[config.mk]
export PLATFORM = sky130hd
export DESIGN_NAME = exc_controller_flat
export DESIGN_NICKNAME = d
export VERILOG_FILES = /design/src/rtl/exc_controller_if.sv /design/src/rtl/exc_controller.sv /design/src/flat_wrapper.sv
export SDC_FILE = /design/constraint.sdc
export NUM_CORES = 1
export LEC_CHECK = 0
export BUFFER_PORTS_ARGS = -buffer_cell sky130_fd_sc_hd__buf_2
export CAP_MARGIN = 20
export CORE_ASPECT_RATIO = 1.1
export CORE_MARGIN = 2
export CORE_UTILIZATION = 25
export DETAILED_ROUTE_END_ITERATION = 6
export GPL_TIMING_DRIVEN = 0
export PLACE_DENSITY_LB_ADDON = 0.08
export RECOVER_POWER = 100
export SETUP_SLACK_MARGIN = 0.5
export SYNTH_ARGS = -nofsm -noshare
export SYNTH_HDL_FRONTEND = slang
export SYNTH_SLANG_ARGS = --single-unit
[constraint.sdc]
create_clock -name clk -period 4.65 [get_ports clk]
set_input_delay 0.2325 -clock clk [delete_from_list [all_inputs] [get_ports clk]]
set_output_delay 0.2325 -clock clk [all_outputs]
set_load 0.02 [all_outputs]
[src/rtl/exc_controller_if.sv]
// Exception controller signal bundle: external requests, decoder/control
// inputs and the Exc/ExcAck handshake with the datapath exception unit.
interface exc_controller_if #(
    parameter int NIRQ = 4,
    parameter int CNTW = 16
);
    logic [NIRQ-1:0] irq;
    logic [NIRQ-1:0] irq_mask;
    logic            invalid_op;
    logic            eret_in;
    logic            ExcAck;
    logic            Exc;
    logic [3:0]      EStatus;
    logic            ERet;
    logic            busy;
    logic            double_fault;
    logic [CNTW-1:0] exc_count;

    // Datapath / decoder side: drives requests and the acknowledge.
    modport master (
        output irq, irq_mask, invalid_op, eret_in, ExcAck,
        input  Exc, EStatus, ERet, busy, double_fault, exc_count
    );

    // Controller side.
    modport slave (
        input  irq, irq_mask, invalid_op, eret_in, ExcAck,
        output Exc, EStatus, ERet, busy, double_fault, exc_count
    );
endinterface

[src/rtl/exc_controller.sv]
// Exception/interrupt sequencer for the LEGv8 datapath exception unit.
// Latches irq rising edges as pending, prioritises invalid_op over the
// lowest-index unmasked pending line, raises Exc with a cause code, waits
// for ExcAck, then holds off new exceptions until a legal ERET.
module exc_controller #(
    parameter int NIRQ = 4,
    parameter int CNTW = 16
) (
    input  logic           clk,
    input  logic           reset,
    exc_controller_if.slave bus
);
    typedef enum logic [1:0] {
        IDLE    = 2'b00,
        RAISE   = 2'b01,
        HANDLER = 2'b10
    } state_t;

    state_t          state_q, state_d;
    logic [NIRQ-1:0] irq_q;
    logic [NIRQ-1:0] pending;
    logic [NIRQ-1:0] irq_edge;
    logic [NIRQ-1:0] eligible;
    logic [NIRQ-1:0] clr_mask;
    logic            exc_q, exc_d;
    logic [3:0]      estatus_q, estatus_d;
    logic            df_q, df_d;
    logic [CNTW-1:0] cnt_q, cnt_d;
    logic            win_valid;
    logic            win_found;
    logic [3:0]      win_code;

    // Edge detect; a same-cycle edge is eligible immediately so Exc follows
    // the sampled request by one cycle.
    always_comb begin
        irq_edge = bus.irq & ~irq_q;
        eligible = (pending | irq_edge) & ~bus.irq_mask;
    end

    // Priority selection: invalid_op first, then lowest-index eligible line.
    always_comb begin
        win_found = 1'b0;
        win_code  = 4'b0000;
        for (int unsigned i = 0; i < NIRQ; i++) begin
            if (eligible[i] && !win_found) begin
                win_found = 1'b1;
                win_code  = {2'b10, 2'(i)};
            end
        end
        if (bus.invalid_op) begin
            win_code = 4'b0001;
        end
        win_valid = bus.invalid_op | win_found;
    end

    // Pending bit cleared on the acknowledge of the interrupt it caused.
    always_comb begin
        clr_mask = '0;
        for (int unsigned i = 0; i < NIRQ; i++) begin
            clr_mask[i] = (state_q == RAISE) && bus.ExcAck && estatus_q[3] &&
                          (estatus_q[1:0] == 2'(i));
        end
    end

    // Next-state and registered-output logic.
    always_comb begin
        state_d   = state_q;
        exc_d     = exc_q;
        estatus_d = estatus_q;
        df_d      = df_q;
        cnt_d     = cnt_q;
        case (state_q)
            IDLE: begin
                if (win_valid) begin
                    estatus_d = win_code;
                    exc_d     = 1'b1;
                    state_d   = RAISE;
                end
            end
            RAISE: begin
                if (bus.ExcAck) begin
                    exc_d   = 1'b0;
                    state_d = HANDLER;
                    if (cnt_q != '1) begin
                        cnt_d = cnt_q + CNTW'(1);
                    end
                end
            end
            HANDLER: begin
                if (bus.invalid_op) begin
                    df_d = 1'b1;
                end
                if (bus.eret_in) begin
                    state_d = IDLE;
                end
            end
            default: begin
                state_d = IDLE;
                exc_d   = 1'b0;
            end
        endcase
    end

    // State register.
    always_ff @(posedge clk or posedge reset) begin
        if (reset) begin
            state_q <= IDLE;
        end else begin
            state_q <= state_d;
        end
    end

    // Edge history and pending latch; a new edge wins over a clear.
    always_ff @(posedge clk or posedge reset) begin
        if (reset) begin
            irq_q   <= '0;
            pending <= '0;
        end else begin
            irq_q   <= bus.irq;
            pending <= (pending & ~clr_mask) | irq_edge;
        end
    end

    // Registered outputs: Exc, cause, sticky double fault, serviced count.
    always_ff @(posedge clk or posedge reset) begin
        if (reset) begin
            exc_q     <= 1'b0;
            estatus_q <= 4'b0000;
            df_q      <= 1'b0;
            cnt_q     <= '0;
        end else begin
            exc_q     <= exc_d;
            estatus_q <= estatus_d;
            df_q      <= df_d;
            cnt_q     <= cnt_d;
        end
    end

    assign bus.Exc          = exc_q;
    assign bus.EStatus      = estatus_q;
    assign bus.ERet         = bus.eret_in && (state_q == HANDLER);
    assign bus.busy         = (state_q != IDLE);
    assign bus.double_fault = df_q;
    assign bus.exc_count    = cnt_q;
endmodule

[src/flat_wrapper.sv]
// flat-port wrapper written by rule: the top's interface ports become plain ports
module exc_controller_flat 
#(
    parameter int NIRQ = 4,
    parameter int CNTW = 16
)
  (clk, reset, bus_irq, bus_irq_mask, bus_invalid_op, bus_eret_in, bus_ExcAck, bus_Exc, bus_EStatus, bus_ERet, bus_busy, bus_double_fault, bus_exc_count);
  exc_controller_if #(.NIRQ(NIRQ), .CNTW(CNTW)) bus_i ();
  input  logic clk;
  input  logic reset;
  input wire logic [$bits(bus_i.irq)-1:0] bus_irq;
  input wire logic [$bits(bus_i.irq_mask)-1:0] bus_irq_mask;
  input wire logic [$bits(bus_i.invalid_op)-1:0] bus_invalid_op;
  input wire logic [$bits(bus_i.eret_in)-1:0] bus_eret_in;
  input wire logic [$bits(bus_i.ExcAck)-1:0] bus_ExcAck;
  output wire logic [$bits(bus_i.Exc)-1:0] bus_Exc;
  output wire logic [$bits(bus_i.EStatus)-1:0] bus_EStatus;
  output wire logic [$bits(bus_i.ERet)-1:0] bus_ERet;
  output wire logic [$bits(bus_i.busy)-1:0] bus_busy;
  output wire logic [$bits(bus_i.double_fault)-1:0] bus_double_fault;
  output wire logic [$bits(bus_i.exc_count)-1:0] bus_exc_count;
  assign bus_i.irq = bus_irq;
  assign bus_i.irq_mask = bus_irq_mask;
  assign bus_i.invalid_op = bus_invalid_op;
  assign bus_i.eret_in = bus_eret_in;
  assign bus_i.ExcAck = bus_ExcAck;
  assign bus_Exc = bus_i.Exc;
  assign bus_EStatus = bus_i.EStatus;
  assign bus_ERet = bus_i.ERet;
  assign bus_busy = bus_i.busy;
  assign bus_double_fault = bus_i.double_fault;
  assign bus_exc_count = bus_i.exc_count;
  exc_controller #(.NIRQ(NIRQ), .CNTW(CNTW)) u_core (.clk(clk), .reset(reset), .bus(bus_i));
endmodule
==> results.yml, run 1 <==
flow_run:
  cap_violations: 0
logic_synthesis:
  synth_simple_gate_area_frac: 0.251
  ys_ff_latch: 31
  synth_area_leader_cell: "dfrtp_1"
  yosysUniqueCellTypes: 38
  syn-cell-area_mm2: 0.00147
  synth_fa_ha_area_frac: 0.00850
  synth_xor_area_frac: 0.0714
  avgSynthCellArea_um2: 10.9
  synth-seq-area-share: 0.527
  yosysWarnings: 0
  synth_fp_nets: 149
  synth_top_family_by_area: "simple AND/OR/NAND/NOR gates"
  muxShareOfSynthArea: 0.0280
  synth_cells: 135
  synth_top_area_share: 0.527
  synthTopCellsByArea: "dfrtp_1 53%, xor2_1 4.2%, nand4_1 3.8%"
  synth-compound-area-share: 0.0858
sta:
  fin_crit_sh: 0.549
  worst_slew_pin_slew_ns: 1.25
  min_period_ns: 2.55
  whs_ns: 0.0707
  fmax_mhz: 392
  tns_ns: 0
  max-slew-margin-rel: 0.167
  skew_ns: 0.00745
  finalHoldViolCount: 0
  rsz0062_at_grt: "no"
  setup_violations: 0
  maxSlewViolCount: 0
detailed_routing:
  wl_per_cell_um: 12.8
  postRouteAntennaNets: 0
  dr.pass1.iters: 4
  drt_iter0_markers: 25
  drc: 0
  avgViaCountPerCell: 4.48
  drt-total-wl_um: 3290
  vias: 1152
floorplan:
  pin_count: 37
  row_count: 29
  fp.dieW_um: 77.2
  core_mm2: 0.00573
  start_util: 0.257
  fp.dieH_um: 84.5
  die-area_mm2: 0.00652
power_and_ir_drop:
  p_per_area_mw_per_mm2: 526
  power_leakage_nw: 0.772
  vdd_drop_max_mv: 0.232
outcome:
  status: "finished, final reports clean"
setup_path:
  worstSetupPathType: "reg2reg"
  r2r-end: "u_core.bus.exc_count[6]"
  worstPathArrival_ns: 2.75
  r2r-start: "u_core.bus.exc_count[0]"
  cp_data_required_time_ns: 4.84
  r2r_setup_slack_ns: 2.10
  ff2ff_path_depth: 6
  start_kind: "flip-flop"
  endpoint_kind: "flip-flop"
  critPathMaxFanout: 7
clock_network:
  cts_tree: "done"
  cts_buffers: 5
  htree_levels: 2
  clockBufferDepth: 2
  cts.sinks: 31
  clock_latency_ns: 0.28
  cts_root_buf: "clkbuf_8"
  cts.clk_slew.worst_paths_ns: 0.07
grt:
  grt_max_degree: 23
  antenna_found_initial: 0
  track_usage: 0.110
  grt_pass1_wl_um: 5690
  grt_overflow: 0
  grt_pass1_vias: 1201
min_path:
  min_to: "u_core.irq_q[2]"
  hold_path_class: "in2reg"
  hold_depth: 1
  hold_start: "bus_irq[2]"
cells_and_area:
  area_growth_pct: 21.1
  fin_cells: 257
  nNetsFinal: 193
  final_common_cell: "dfrtp_1"
  final_cell_mix: "31 x dfrtp_1, 29 x clkbuf_1, 9 x nor2_1, 9 x nand4_1, 9 x buf_2"
  n_antenna_cell: 0
  drive_above_1_share: 0.117
  utilization: 0.311
placed_design:
  dpl.hpwl_um: 2420
  gp_congestion: 0.796
  dp_cells: 248
  port_buffers: 35
[cell families (layout without fill, tap and decap cells)]
group | count (synthesis) | count (layout)
AO/OA/AOI/OAI | 19 | 19
XOR/XNOR | 12 | 12
adder cells (fa/ha/maj) | 1 | 1
buffers and inverters | 7 | 52
flip-flops | 31 | 31
multiplexers | 3 | 3
other | 1 | 1
AND/OR/NAND/NOR | 61 | 61
[worst max path at each step]
stage / start / end / slack [ns] / cells after the start
finish: u_core.bus.exc_count[0] / u_core.bus.exc_count[6] / 2.10 / 6
detailed placement: u_core.bus.exc_count[0] / u_core.bus.exc_count[1] / 2.63 / 5
floorplan: u_core.bus.exc_count[0] / u_core.bus.exc_count[1] / 2.81 / 5
global route: u_core.bus.exc_count[0] / u_core.bus.exc_count[6] / 1.72 / 6
global placement: u_core.bus.exc_count[0] / u_core.bus.exc_count[1] / 2.66 / 5
CTS: u_core.bus.exc_count[0] / u_core.bus.exc_count[1] / 2.61 / 5
[layout make-up]
class                           instances  area [um2]
Buffer                                  2        11.3
Clock buffer                            8         100
Fill cell                             650        3950
Inverter                                5        18.8
Multi-Input combinational cell         97         624
Sequential cell                        31         776
Tap cell                               77        96.3
Timing Repair Buffer                   37         156
[critical path: stages, from the launching register on]
cell	delay (ns)
dfrtp_1	0.46
ha_1	0.31
nand4_1	0.15
nor4_1	1.00
nor3b_1	0.24
nand3_1	0.18
xnor2_1	0.13
[Yosys cell counts]
cell type	number
a21o_1	1
a21oi_1	5
a221o_1	1
a2bb2oi_1	1
a31o_2	1
and2_1	1
and3_1	4
and3b_1	1
buf_4	1
buf_6	1
conb_1	1
dfrtp_1	31
ha_1	1
inv_1	5
mux2_1	1
mux2_4	2
nand2_1	6
nand2_2	1
nand2b_1	5
nand3_1	8
nand3_2	1
nand3b_1	1
nand4_1	9
nand4_2	1
nor2_1	9
nor2_2	1
nor2b_1	2
nor3_1	5
nor3_2	1
nor3b_1	3
nor3b_2	1
nor4_4	1
o21a_1	3
o21ai_0	4
o21bai_1	2
o22a_1	1
xnor2_1	5
xor2_1	7
[registers in the layout, indices dropped and copies added (netlist names)]
register / flops
u_core.irq_q: 4
u_core.bus.Exc: 1
u_core.bus.EStatus: 3
u_core.pending: 4
u_core.bus.double_fault: 1
u_core.bus.exc_count: 16
u_core.state_q: 2
[metrics by stage]
stage / instance area, um2 / worst slack [ns] / power [mW]
2_1_floorplan: 1470 / 2.81 / 0.630
4_1_cts: 1880 / 2.61 / 0.985
3_3_place_gp: 1740 / 2.66 / 0.734
3_5_place_dp: 1770 / 2.63 / 0.740
6_report: 1780 / 2.10 / 0.938
5_1_grt: 1780 / 1.72 / 1.01
[routing by layer]
layer,track usage,share of wire,vias to the layer above
met1,0.142,0.47,550
li1,-,-,568
met3,0.0301,0.053,4
met2,0.176,0.46,30
met5,0,0,-
met4,0.0438,0.012,0
[report_power, final]
group          total [mW]  internal (mW)  leakage (nW)  switching [mW]
clock network       0.236          0.135        0.0515           0.101
registers           0.419          0.335         0.377          0.0839
logic               0.283          0.109         0.344           0.174
[timing repair]
item / in CTS / in global routing
buffers inserted: 0 / 0
hold buffers: 1 / 0
gates resized for setup: 0 / 0
hold endpoints to repair: 9 / 0
Power figures use the tool's default switching activity.
==> run 2, diff against run 1 <==
==> constraint.sdc (replaced) <==
create_clock -name clk -period 2.6 [get_ports clk]
set_input_delay 0.13 -clock clk [delete_from_list [all_inputs] [get_ports clk]]
set_output_delay 0.13 -clock clk [all_outputs]
set_load 0.02 [all_outputs]
==> run 2 against run 1 <==
Compared with the run above: power increased by 81%; register-to-register slack got worse by 1.7 ns; critical path depth unchanged; global-route usage increased by 0.090 points; die area unchanged; count of clock-buffer cells in the layout unchanged; sequential share of layout area decreased by 1.3 points; cell area increased by 3.2%; combinational power increased by 86%; critical path type unchanged.
==> results.yml, run 2 (synthesized netlist as in run 1, its figures left out) <==
setup_path:
  endpoint_kind: "flip-flop"
  r2r-start: "u_core.state_q[1]"
  worstSetupStartpoint: "u_core.state_q[1]"
  path_buf_inv: 1
  r2r_setup_slack_ns: 0.43
  start_kind: "flip-flop"
  crit_family: "simple AND/OR/NAND/NOR gates"
  critPathMaxFanout: 10
  worstSetupPathType: "reg2reg"
  path_cells: "and3b_1, clkbuf_1, nand2_2, nor3_1, nand3_1, mux2_1"
  crit_slowest_cell: "dfrtp_1"
  max_stage_delay_ns: 0.45
  cp_data_required_time_ns: 2.76
  worstPathArrival_ns: 2.32
floorplan:
  fp.dieH_um: 84.5
  row_count: 29
  core_mm2: 0.00573
  start_util: 0.257
  pin_count: 37
  fp.dieW_um: 77.2
  die-area_mm2: 0.00652
sta:
  skew_ns: 0.00723
  min_period_ns: 2.17
  worst_slew_pin_slew_ns: 1.24
  setup_slack_ns: 0.433
  setup_violations: 0
  fin_crit_sh: 0.833
  finalHoldViolCount: 0
  tns_ns: 0
  max-slew-margin-rel: 0.171
  fmax_mhz: 461
  rsz0062_at_grt: "no"
  maxSlewViolCount: 0
cells_and_area:
  largest_register_ffs: 16
  drive_above_1_share: 0.130
  nNetsFinal: 197
  final_cell_mix: "31 x dfrtp_1, 30 x clkbuf_1, 9 x nor2_1, 9 x nand4_1"
  n_antenna_cell: 0
  stdcell_area_mm2: 0.00184
  area_growth_pct: 24.9
  utilization: 0.321
  final_common_cell: "dfrtp_1"
grt:
  antenna_found_initial: 0
  grt_pass1_wl_um: 5740
  track_usage: 0.111
  grt_pass1_vias: 1220
  grt_overflow: 0
  grt_max_degree: 23
min_path:
  hold_start: "bus_eret_in"
  hold_path_class: "in2reg"
detailed_routing:
  drt-total-wl_um: 3300
  wl_per_cell_um: 12.6
  avgViaCountPerCell: 4.50
  drc: 0
  dr.pass1.iters: 4
  postRouteAntennaNets: 0
  vias: 1175
  drt_iter0_markers: 17
placed_design:
  port_buffers: 35
  dpl.hpwl_um: 2420
  gp_congestion: 0.796
  place_ws_ns: 0.585
  place_area_mm2: 0.00177
flow_run:
  cap_violations: 0
power_and_ir_drop:
  vdd_drop_max_mv: 0.416
  p_per_area_mw_per_mm2: 924
  power_leakage_nw: 0.791
  p_total_mw: 1.70
clock_network:
  cts_buffers: 5
  cts.sinks: 31
  post_cts_resized: 0
  clock_latency_ns: 0.28
  cts_root_buf: "clkbuf_8"
  cts_setup_buffers: 0
  clockBufferDepth: 2
  cts.clk_slew.worst_paths_ns: 0.07
  htree_levels: 2
  cts_tree: "done"
outcome:
  status: "finished, final reports clean"
run 2: cell count changes in the layout (fill, tap and decap cells not counted), sizes merged:
cell / change
clkbuf: +1
buf: -1
dlygate4sd3: +4
run 2: final timing paths:
kind | to | cells after the start
setup / recovery | u_core.bus.exc_count[15] | 6
hold / removal | u_core.state_q[1] | 2
setup reg to reg | u_core.bus.exc_count[15] | 6
hold reg to reg | u_core.bus.double_fault | 1
max in group asynchronous | u_core.pending[3] | 4
min in group asynchronous | u_core.bus.exc_count[11] | 3
run 2: worst register-to-register path, stage by stage (launching register included):
cell	delay [ns]
dfrtp_1	0.45
and3b_1	0.23
clkbuf_1	0.37
nand2_2	0.11
nor3_1	0.41
nand3_1	0.14
mux2_1	0.33
run 2: cell type report:
type | count | area, um2
fill | 649 | 3890
sequential | 31 | 776
multi-input combinational | 97 | 642
timing repair buffer | 41 | 195
buffer | 2 | 11.3
tap | 77 | 96.3
inverter | 5 | 18.8
clock buffer | 8 | 100
run 2: routing by layer:
layer	wire (um)	track usage	up-vias
li1	-	-	578
met5	0	0	-
met2	1520	0.179	36
met4	38	0.0438	0
met1	1550	0.142	557
met3	181	0.0301	4
run 2: per-stage QoR:
step                hold WS (ns)  std cells
floorplan                  0.161        135
global placement           0.250        247
detailed placement         0.171        248
CTS                       0.0361        261
global route              0.0499        261
finish                    0.0421        261
run 2: power breakdown:
group / internal, mW / switching, mW
Sequential: 0.600 / 0.151
Combinational: 0.211 / 0.315
Clock: 0.242 / 0.182
run 2: timing repair:
action,in CTS,in global routing
endpoints found under the setup margin,0,3
hold endpoints to repair,13,0
hold buffers,5,0
